===== config.mk =====
export PLATFORM = sky130hd
export DESIGN_NAME = xadc_drp_responder
export DESIGN_NICKNAME = d
export VERILOG_FILES = /design/src/rtl/xadc_drp_pkg.sv /design/src/rtl/xadc_sample_store.sv /design/src/rtl/xadc_drp_responder.sv
export SDC_FILE = /design/constraint.sdc
export NUM_CORES = 1
export LEC_CHECK = 0
export ABC_CLOCK_PERIOD_IN_PS = 4200
export CORE_UTILIZATION = 30
export CTS_BUF_LIST = sky130_fd_sc_hd__clkbuf_16
export CTS_CLUSTER_DIAMETER = 60
export DETAILED_ROUTE_END_ITERATION = 12
export HOLD_SLACK_MARGIN = 0.06
export SETUP_SLACK_MARGIN = 0.1
export SLEW_MARGIN = 20
export SYNTH_ARGS = -nofsm -noshare
export SYNTH_HDL_FRONTEND = slang
export SYNTH_SLANG_ARGS = --single-unit

===== constraint.sdc =====
create_clock -name clk_100MHz -period 4.2 [get_ports clk_100MHz]
set_clock_uncertainty 0.05 [all_clocks]
set_input_delay 0.84 -clock clk_100MHz [delete_from_list [all_inputs] [get_ports clk_100MHz]]
set_output_delay 0.84 -clock clk_100MHz [all_outputs]
set_load 0.01 [all_outputs]

===== src/rtl/xadc_drp_pkg.sv =====
// Shared constants, FSM state type and result formatting for the XADC DRP responder.
package xadc_drp_pkg;

    localparam logic [6:0] ADDR_VAUX6 = 7'h16;
    localparam logic [6:0] ADDR_VAUX7 = 7'h17;
    localparam logic [6:0] ADDR_CFG0  = 7'h40;
    localparam logic [6:0] ADDR_CFG1  = 7'h41;
    localparam logic [6:0] ADDR_CFG2  = 7'h42;

    localparam int RESULT_LSB_PAD = 4;

    typedef enum logic [1:0] {
        IDLE = 2'd0,
        WAIT = 2'd1,
        RESP = 2'd2
    } drp_state_e;

    // Result registers hold the 12-bit code left-justified in a 16-bit word.
    function automatic logic [15:0] pad_result(input logic [11:0] code);
        return {code, {RESULT_LSB_PAD{1'b0}}};
    endfunction

endpackage


===== src/rtl/xadc_sample_store.sv =====
// Per-channel auxiliary result registers fed from the sample stream, with eoc/channel reporting.
// Optional 4-sample averaging is enabled by defining XADC_RESP_AVG_EN.
module xadc_sample_store
    import xadc_drp_pkg::*;
(
    input  logic        clk_100MHz,
    input  logic        rst,
    input  logic        sample_valid,
    input  logic        sample_ch,
    input  logic [11:0] sample_data,
    output logic [15:0] vaux6_out,
    output logic [15:0] vaux7_out,
    output logic        eoc_out,
    output logic [6:0]  channel_out
);

    logic [1:0][11:0] res_q, res_d;
    logic             eoc_q, eoc_d;
    logic [6:0]       chan_q, chan_d;

`ifdef XADC_RESP_AVG_EN
    logic [1:0][1:0]  cnt_q, cnt_d;
    logic [1:0][13:0] acc_q, acc_d;
    logic [13:0]      sum;
`endif

    always_comb begin
        res_d  = res_q;
        eoc_d  = 1'b0;
        chan_d = chan_q;
`ifdef XADC_RESP_AVG_EN
        cnt_d  = cnt_q;
        acc_d  = acc_q;
        sum    = acc_q[sample_ch] + 14'(sample_data);
`endif
        if (sample_valid) begin
`ifdef XADC_RESP_AVG_EN
            // Four 12-bit codes fit in 14 bits, so the sum never wraps.
            if (cnt_q[sample_ch] == 2'd3) begin
                res_d[sample_ch] = sum[13:2];
                acc_d[sample_ch] = '0;
                cnt_d[sample_ch] = '0;
                eoc_d            = 1'b1;
                chan_d           = sample_ch ? ADDR_VAUX7 : ADDR_VAUX6;
            end else begin
                acc_d[sample_ch] = sum;
                cnt_d[sample_ch] = cnt_q[sample_ch] + 2'd1;
            end
`else
            res_d[sample_ch] = sample_data;
            eoc_d            = 1'b1;
            chan_d           = sample_ch ? ADDR_VAUX7 : ADDR_VAUX6;
`endif
        end
    end

    always_ff @(posedge clk_100MHz or posedge rst) begin
        if (rst) begin
            res_q  <= '0;
            eoc_q  <= 1'b0;
            chan_q <= '0;
`ifdef XADC_RESP_AVG_EN
            cnt_q  <= '0;
            acc_q  <= '0;
`endif
        end else begin
            res_q  <= res_d;
            eoc_q  <= eoc_d;
            chan_q <= chan_d;
`ifdef XADC_RESP_AVG_EN
            cnt_q  <= cnt_d;
            acc_q  <= acc_d;
`endif
        end
    end

    assign vaux6_out   = pad_result(res_q[0]);
    assign vaux7_out   = pad_result(res_q[1]);
    assign eoc_out     = eoc_q;
    assign channel_out = chan_q;

endmodule


===== src/rtl/xadc_drp_responder.sv =====
// Soft XADC DRP slave: fixed-latency read/write responder with config registers and aux results.
// Define XADC_RESP_AVG_EN to average every four samples per channel in the result store.
module xadc_drp_responder
    import xadc_drp_pkg::*;
#(
    parameter int ADDR_W     = 7,
    parameter int DATA_W     = 16,
    parameter int RD_LATENCY = 4
) (
    input  logic              clk_100MHz,
    input  logic              rst,
    input  logic [ADDR_W-1:0] daddr_in,
    input  logic              den_in,
    input  logic              dwe_in,
    input  logic [DATA_W-1:0] di_in,
    output logic [DATA_W-1:0] do_out,
    output logic              drdy_out,
    output logic              busy_out,
    input  logic              sample_valid,
    input  logic              sample_ch,
    input  logic [11:0]       sample_data,
    output logic              eoc_out,
    output logic [6:0]        channel_out,
    output logic              err_out
);

    drp_state_e        state_q, state_d;
    logic [3:0]        cnt_q, cnt_d;
    logic              we_q, we_d;
    logic [ADDR_W-1:0] addr_q, addr_d;
    logic [DATA_W-1:0] wdata_q, wdata_d;
    logic [DATA_W-1:0] snap_q, snap_d;
    logic [DATA_W-1:0] cfg0_q, cfg0_d, cfg1_q, cfg1_d, cfg2_q, cfg2_d;
    logic              err_q, err_d;
    logic [DATA_W-1:0] read_mux;
    logic [15:0]       vaux6, vaux7;

    xadc_sample_store u_store (
        .clk_100MHz  (clk_100MHz),
        .rst         (rst),
        .sample_valid(sample_valid),
        .sample_ch   (sample_ch),
        .sample_data (sample_data),
        .vaux6_out   (vaux6),
        .vaux7_out   (vaux7),
        .eoc_out     (eoc_out),
        .channel_out (channel_out)
    );

    always_comb begin
        case (daddr_in)
            ADDR_W'(ADDR_VAUX6): read_mux = DATA_W'(vaux6);
            ADDR_W'(ADDR_VAUX7): read_mux = DATA_W'(vaux7);
            ADDR_W'(ADDR_CFG0):  read_mux = cfg0_q;
            ADDR_W'(ADDR_CFG1):  read_mux = cfg1_q;
            ADDR_W'(ADDR_CFG2):  read_mux = cfg2_q;
            default:             read_mux = '0;
        endcase
    end

    always_comb begin
        state_d = state_q;
        cnt_d   = cnt_q;
        we_d    = we_q;
        addr_d  = addr_q;
        wdata_d = wdata_q;
        snap_d  = snap_q;
        cfg0_d  = cfg0_q;
        cfg1_d  = cfg1_q;
        cfg2_d  = cfg2_q;
        err_d   = err_q;
        case (state_q)
            IDLE: begin
                if (den_in) begin
                    we_d    = dwe_in;
                    addr_d  = daddr_in;
                    wdata_d = di_in;
                    snap_d  = read_mux;
                    cnt_d   = 4'(RD_LATENCY - 1);
                    state_d = (RD_LATENCY == 1) ? RESP : WAIT;
                end
            end
            WAIT: begin
                cnt_d = cnt_q - 4'd1;
                if (cnt_q == 4'd1) state_d = RESP;
            end
            RESP: begin
                // Writes to read-only or unmapped addresses are silently dropped.
                if (we_q) begin
                    if (addr_q == ADDR_W'(ADDR_CFG0)) cfg0_d = wdata_q;
                    if (addr_q == ADDR_W'(ADDR_CFG1)) cfg1_d = wdata_q;
                    if (addr_q == ADDR_W'(ADDR_CFG2)) cfg2_d = wdata_q;
                end
                state_d = IDLE;
            end
            default: state_d = IDLE;
        endcase
        if (den_in && (state_q != IDLE)) err_d = 1'b1;
    end

    always_ff @(posedge clk_100MHz or posedge rst) begin
        if (rst) begin
            state_q <= IDLE;
            cnt_q   <= '0;
            we_q    <= 1'b0;
            addr_q  <= '0;
            wdata_q <= '0;
            snap_q  <= '0;
            cfg0_q  <= '0;
            cfg1_q  <= '0;
            cfg2_q  <= '0;
            err_q   <= 1'b0;
        end else begin
            state_q <= state_d;
            cnt_q   <= cnt_d;
            we_q    <= we_d;
            addr_q  <= addr_d;
            wdata_q <= wdata_d;
            snap_q  <= snap_d;
            cfg0_q  <= cfg0_d;
            cfg1_q  <= cfg1_d;
            cfg2_q  <= cfg2_d;
            err_q   <= err_d;
        end
    end

    assign drdy_out = (state_q == RESP);
    assign do_out   = (drdy_out && !we_q) ? snap_q : '0;
    assign busy_out = (state_q != IDLE);
    assign err_out  = err_q;

endmodule


==> flow_summary.yaml <==
sta:
  final.hold.worst_slack_ps: 413.3
  remaining_max_slew_budget_at_the_tightest_pin: 0.3042
  final-setup-viol-count: 0
  worst_pin_slew_ps: 1043
  final.period_utilization: 0.7721
  hold_violations: 0
  setup-tns-final_ps: 0
  setup_slack_ps: 957.2
  layout_min_cycle_time_ps: 3243
  fmax_mhz: 308.4
  finalMaxSlewViolations: 0
  grt_setup_unrepaired: "no"
logic_synthesis:
  synth_top_area_cell: "sky130_fd_sc_hd__dfrtp_1"
  synth.yosys.warnings: 0
  library_cell_with_the_highest_instance_count_after_synthesis: "sky130_fd_sc_hd__dfrtp_1"
  top_area_cells_in_the_synthesized_netlist: "sky130_fd_sc_hd__dfrtp_1, sky130_fd_sc_hd__mux2_2, sky130_fd_sc_hd__nand2_1"
  part_of_the_yosys_area_used_for_sequential_elements: 0.5685
  syn-cell-area_um2: 5370
  share_of_the_synthesized_area_in_compound_gates_ao_oa_aoi_oai: 0.05941
  synthXorXnorAreaFrac: 0.001631
  synth_top_area_share: 0.5685
  ys_types: 38
  synth_top_cells_by_count: "sky130_fd_sc_hd__dfrtp_1, sky130_fd_sc_hd__nand2_1, sky130_fd_sc_hd__mux2_2, sky130_fd_sc_hd__nor2_1, sky130_fd_sc_hd__and2_1"
  synth_top_flop_cell: "sky130_fd_sc_hd__dfrtp_1"
  synth_top_family_by_area: "multiplexers"
  post_synth_and_or_nand_nor_area_fraction: 0.1340
  postSynthRegisterBits: 122
  postSynth.asyncResetShare: 1.000
  synth.avg_cell_area_um2: 11.83
  synthCells: 454
  synth-edff-count: 0
  synth.mux.area_fraction: 0.1999
  yosys.area_share.adder: 0.004660
clocking:
  cts_hold_buffers: 0
  cts_resized: 0
  setup_fix_bufs_post_cts: 0
  cts_buffers: 17
  clkSlewWorstSetupHoldPaths_ps: 50
  root_buf_cell: "sky130_fd_sc_hd__clkbuf_16"
  htreeDepth: 4
  cts.sinks: 122
  clkLatencyLatePin_ps: 410
  clock_path_buffers: 2
  tritoncts_clock_tree: "yes"
worst_setup_path:
  critPathLaunch: "state_q[0]"
  reg2reg_setup_slack_ps: 1750
  end_kind: "output port"
  max_stage_delay_ps: 530
  timing.critical_path.cells: "and2b_1, nor2b_1, buf_4, and2_1, clkdlybuf4s50_1"
  worstReg2RegStart: "addr_q[4]"
  critical_path.n_buffers_inverters: 2
  crit_path_start_kind: "flip-flop"
  path_class: "reg2out"
  cpMaxStageDelayCell: "sky130_fd_sc_hd__clkdlybuf4s50_1"
  worst_path_arrival_time_ps: 2350
  timing.reg2reg.worst_path_depth: 4
  worst-endpoint-required_ps: 3310
  crit-reg2reg-capture: "cfg0_q[8]"
  worst_path_dominant_cell_family: "buffers and inverters"
  crit_fanout: 11
global_route:
  use_met2: 0.2273
  grt-ovfl-total: 0
  global_route.usage.met3: 0.04003
  grt_first_pass_wirelength_um: 20110
  grt_total_usage: 0.1451
  antenna_found_initial: 0
  grt_pass1_vias: 3808
  top_usage_layer: "met2"
  largest_net_degree_at_the_start_of_global_routing: 123
  routing_usage_on_met1: 0.1894
route:
  dr.pass1.iters: 4
  drt-initial-drc-count: 198
  finalWirelength_um: 12300
  drc_errors: 0
  via_count: 3585
  routed_wire_length_per_instance_um: 16.27
  post_drt_via_cell_ratio: 4.742
  route.antenna.remaining_nets: 0
finish:
  drive_gt1_frac: 0.2373
  final_net_count: 563
  final.fill_count: 1664
  syn2layout_area_growth_pct: 26.47
  finalCoreUtilization: 0.3899
  num_antenna_cells: 0
  post-route-cell-area_um2: 6792
  stdcell_count: 756
placed_design:
  numPlacedInstances: 726
  detailed_place_hpwl_um: 8179
  preCtsSetupSlack_ps: 1367
  placement.io_buffers: 64
  gp_congestion: 0.7231
  placement.cell_area_um2: 6254
die:
  die_area_um2: 18440
  placeableCoreArea_um2: 17420
  die_height_um: 135.8
  num_io_pins: 68
  number_of_placement_rows: 48
  initial_core_util: 0.3083
  floorplan.die.width_um: 135.8
pwr:
  leakage_power_nw: 3.141
  power-per-cell-area_nw_per_um2: 539.1
  p_total_mw: 3.661
  ir_worst_vdd_mv: 0.2920
hold_path:
  timing.hold.worst_path_depth: 1
  worst_hold_startpoint: "err_out"
  worst_hold_path_type: "reg2reg"
  timing.hold.worst_endpoint: "err_out"
flow_run:
  timing.max_cap.violations: 0
status:
  result_of_the_run: "complete, no violations"
==> layout by cell type (no fill, tap or decap), types with 6 or more instances in the layout <==
master	netlist	routed
sky130_fd_sc_hd__dfrtp_1	122	122
sky130_fd_sc_hd__nand2_1	83	83
sky130_fd_sc_hd__mux2_2	82	82
sky130_fd_sc_hd__clkdlybuf4s50_1	0	64
sky130_fd_sc_hd__nor2_1	28	28
sky130_fd_sc_hd__and2_1	19	19
sky130_fd_sc_hd__clkbuf_16	0	17
sky130_fd_sc_hd__mux2i_1	15	15
sky130_fd_sc_hd__o2bb2ai_1	12	12
sky130_fd_sc_hd__a221oi_1	11	11
sky130_fd_sc_hd__o21ai_0	10	10
sky130_fd_sc_hd__buf_4	5	10
sky130_fd_sc_hd__inv_1	6	6
sky130_fd_sc_hd__clkinv_2	0	6
==> how the worst max path moves through the flow <==
stage	end	depth (start not counted)
2_1_floorplan	addr_q[0]	1
3_3_place_gp	snap_q[0]	5
3_5_place_dp	do_out[11]	5
4_1_cts	do_out[8]	5
5_1_grt	do_out[11]	5
6_report	do_out[11]	5
==> cell families after synthesis <==
group | count (synthesis)
AO/OA/AOI/OAI | 42
XOR/XNOR | 1
adder cells (fa/ha/maj) | 2
buffers and inverters | 36
flip-flops | 122
multiplexers | 97
other | 1
AND/OR/NAND/NOR | 153
==> report_power, final <==
part | total (mW) | internal [mW] | switching, mW
clock | 1.34 | 0.848 | 0.489
sequential | 1.63 | 1.43 | 0.203
combinational | 0.692 | 0.313 | 0.378
total | 3.66 | 2.59 | 1.07
==> layer usage <==
layer	part of all wire	wire length, um
met5	0	0
met4	0.021	259
met3	0.044	546
met2	0.46	5716
met1	0.47	5777
==> worst register-to-register path, delay by kind of cell (launching register included) <==
family,cells,cell delay (ps)
mux,1,430
flops,1,400
simple gates,3,1450
==> sequential cells by signal, summed over array words and instances, names as in the netlist <==
signal and flops:
u_store.vaux6_out 12, cnt_q 4, u_store.vaux7_out 12, cfg2_q 16, snap_q 16, u_store.eoc_out 1
addr_q 7, cfg0_q 16, u_store.channel_out 2, wdata_q 16, state_q 2, we_q 1
cfg1_q 16, err_out 1
==> final cells by class <==
class | instances | area (um2) | share of cell area
Clock buffer | 17 | 425.4 | 0.06264
Clock inverter | 13 | 112.6 | 0.01658
Inverter | 6 | 26.28 | 0.003869
Multi-Input combinational cell | 298 | 2157 | 0.3176
Sequential cell | 122 | 3053 | 0.4495
Tap cell | 225 | 281.5 | 0.04145
Timing Repair Buffer | 75 | 735.7 | 0.1083
Note: power is estimated with default switching activity, not from simulation.
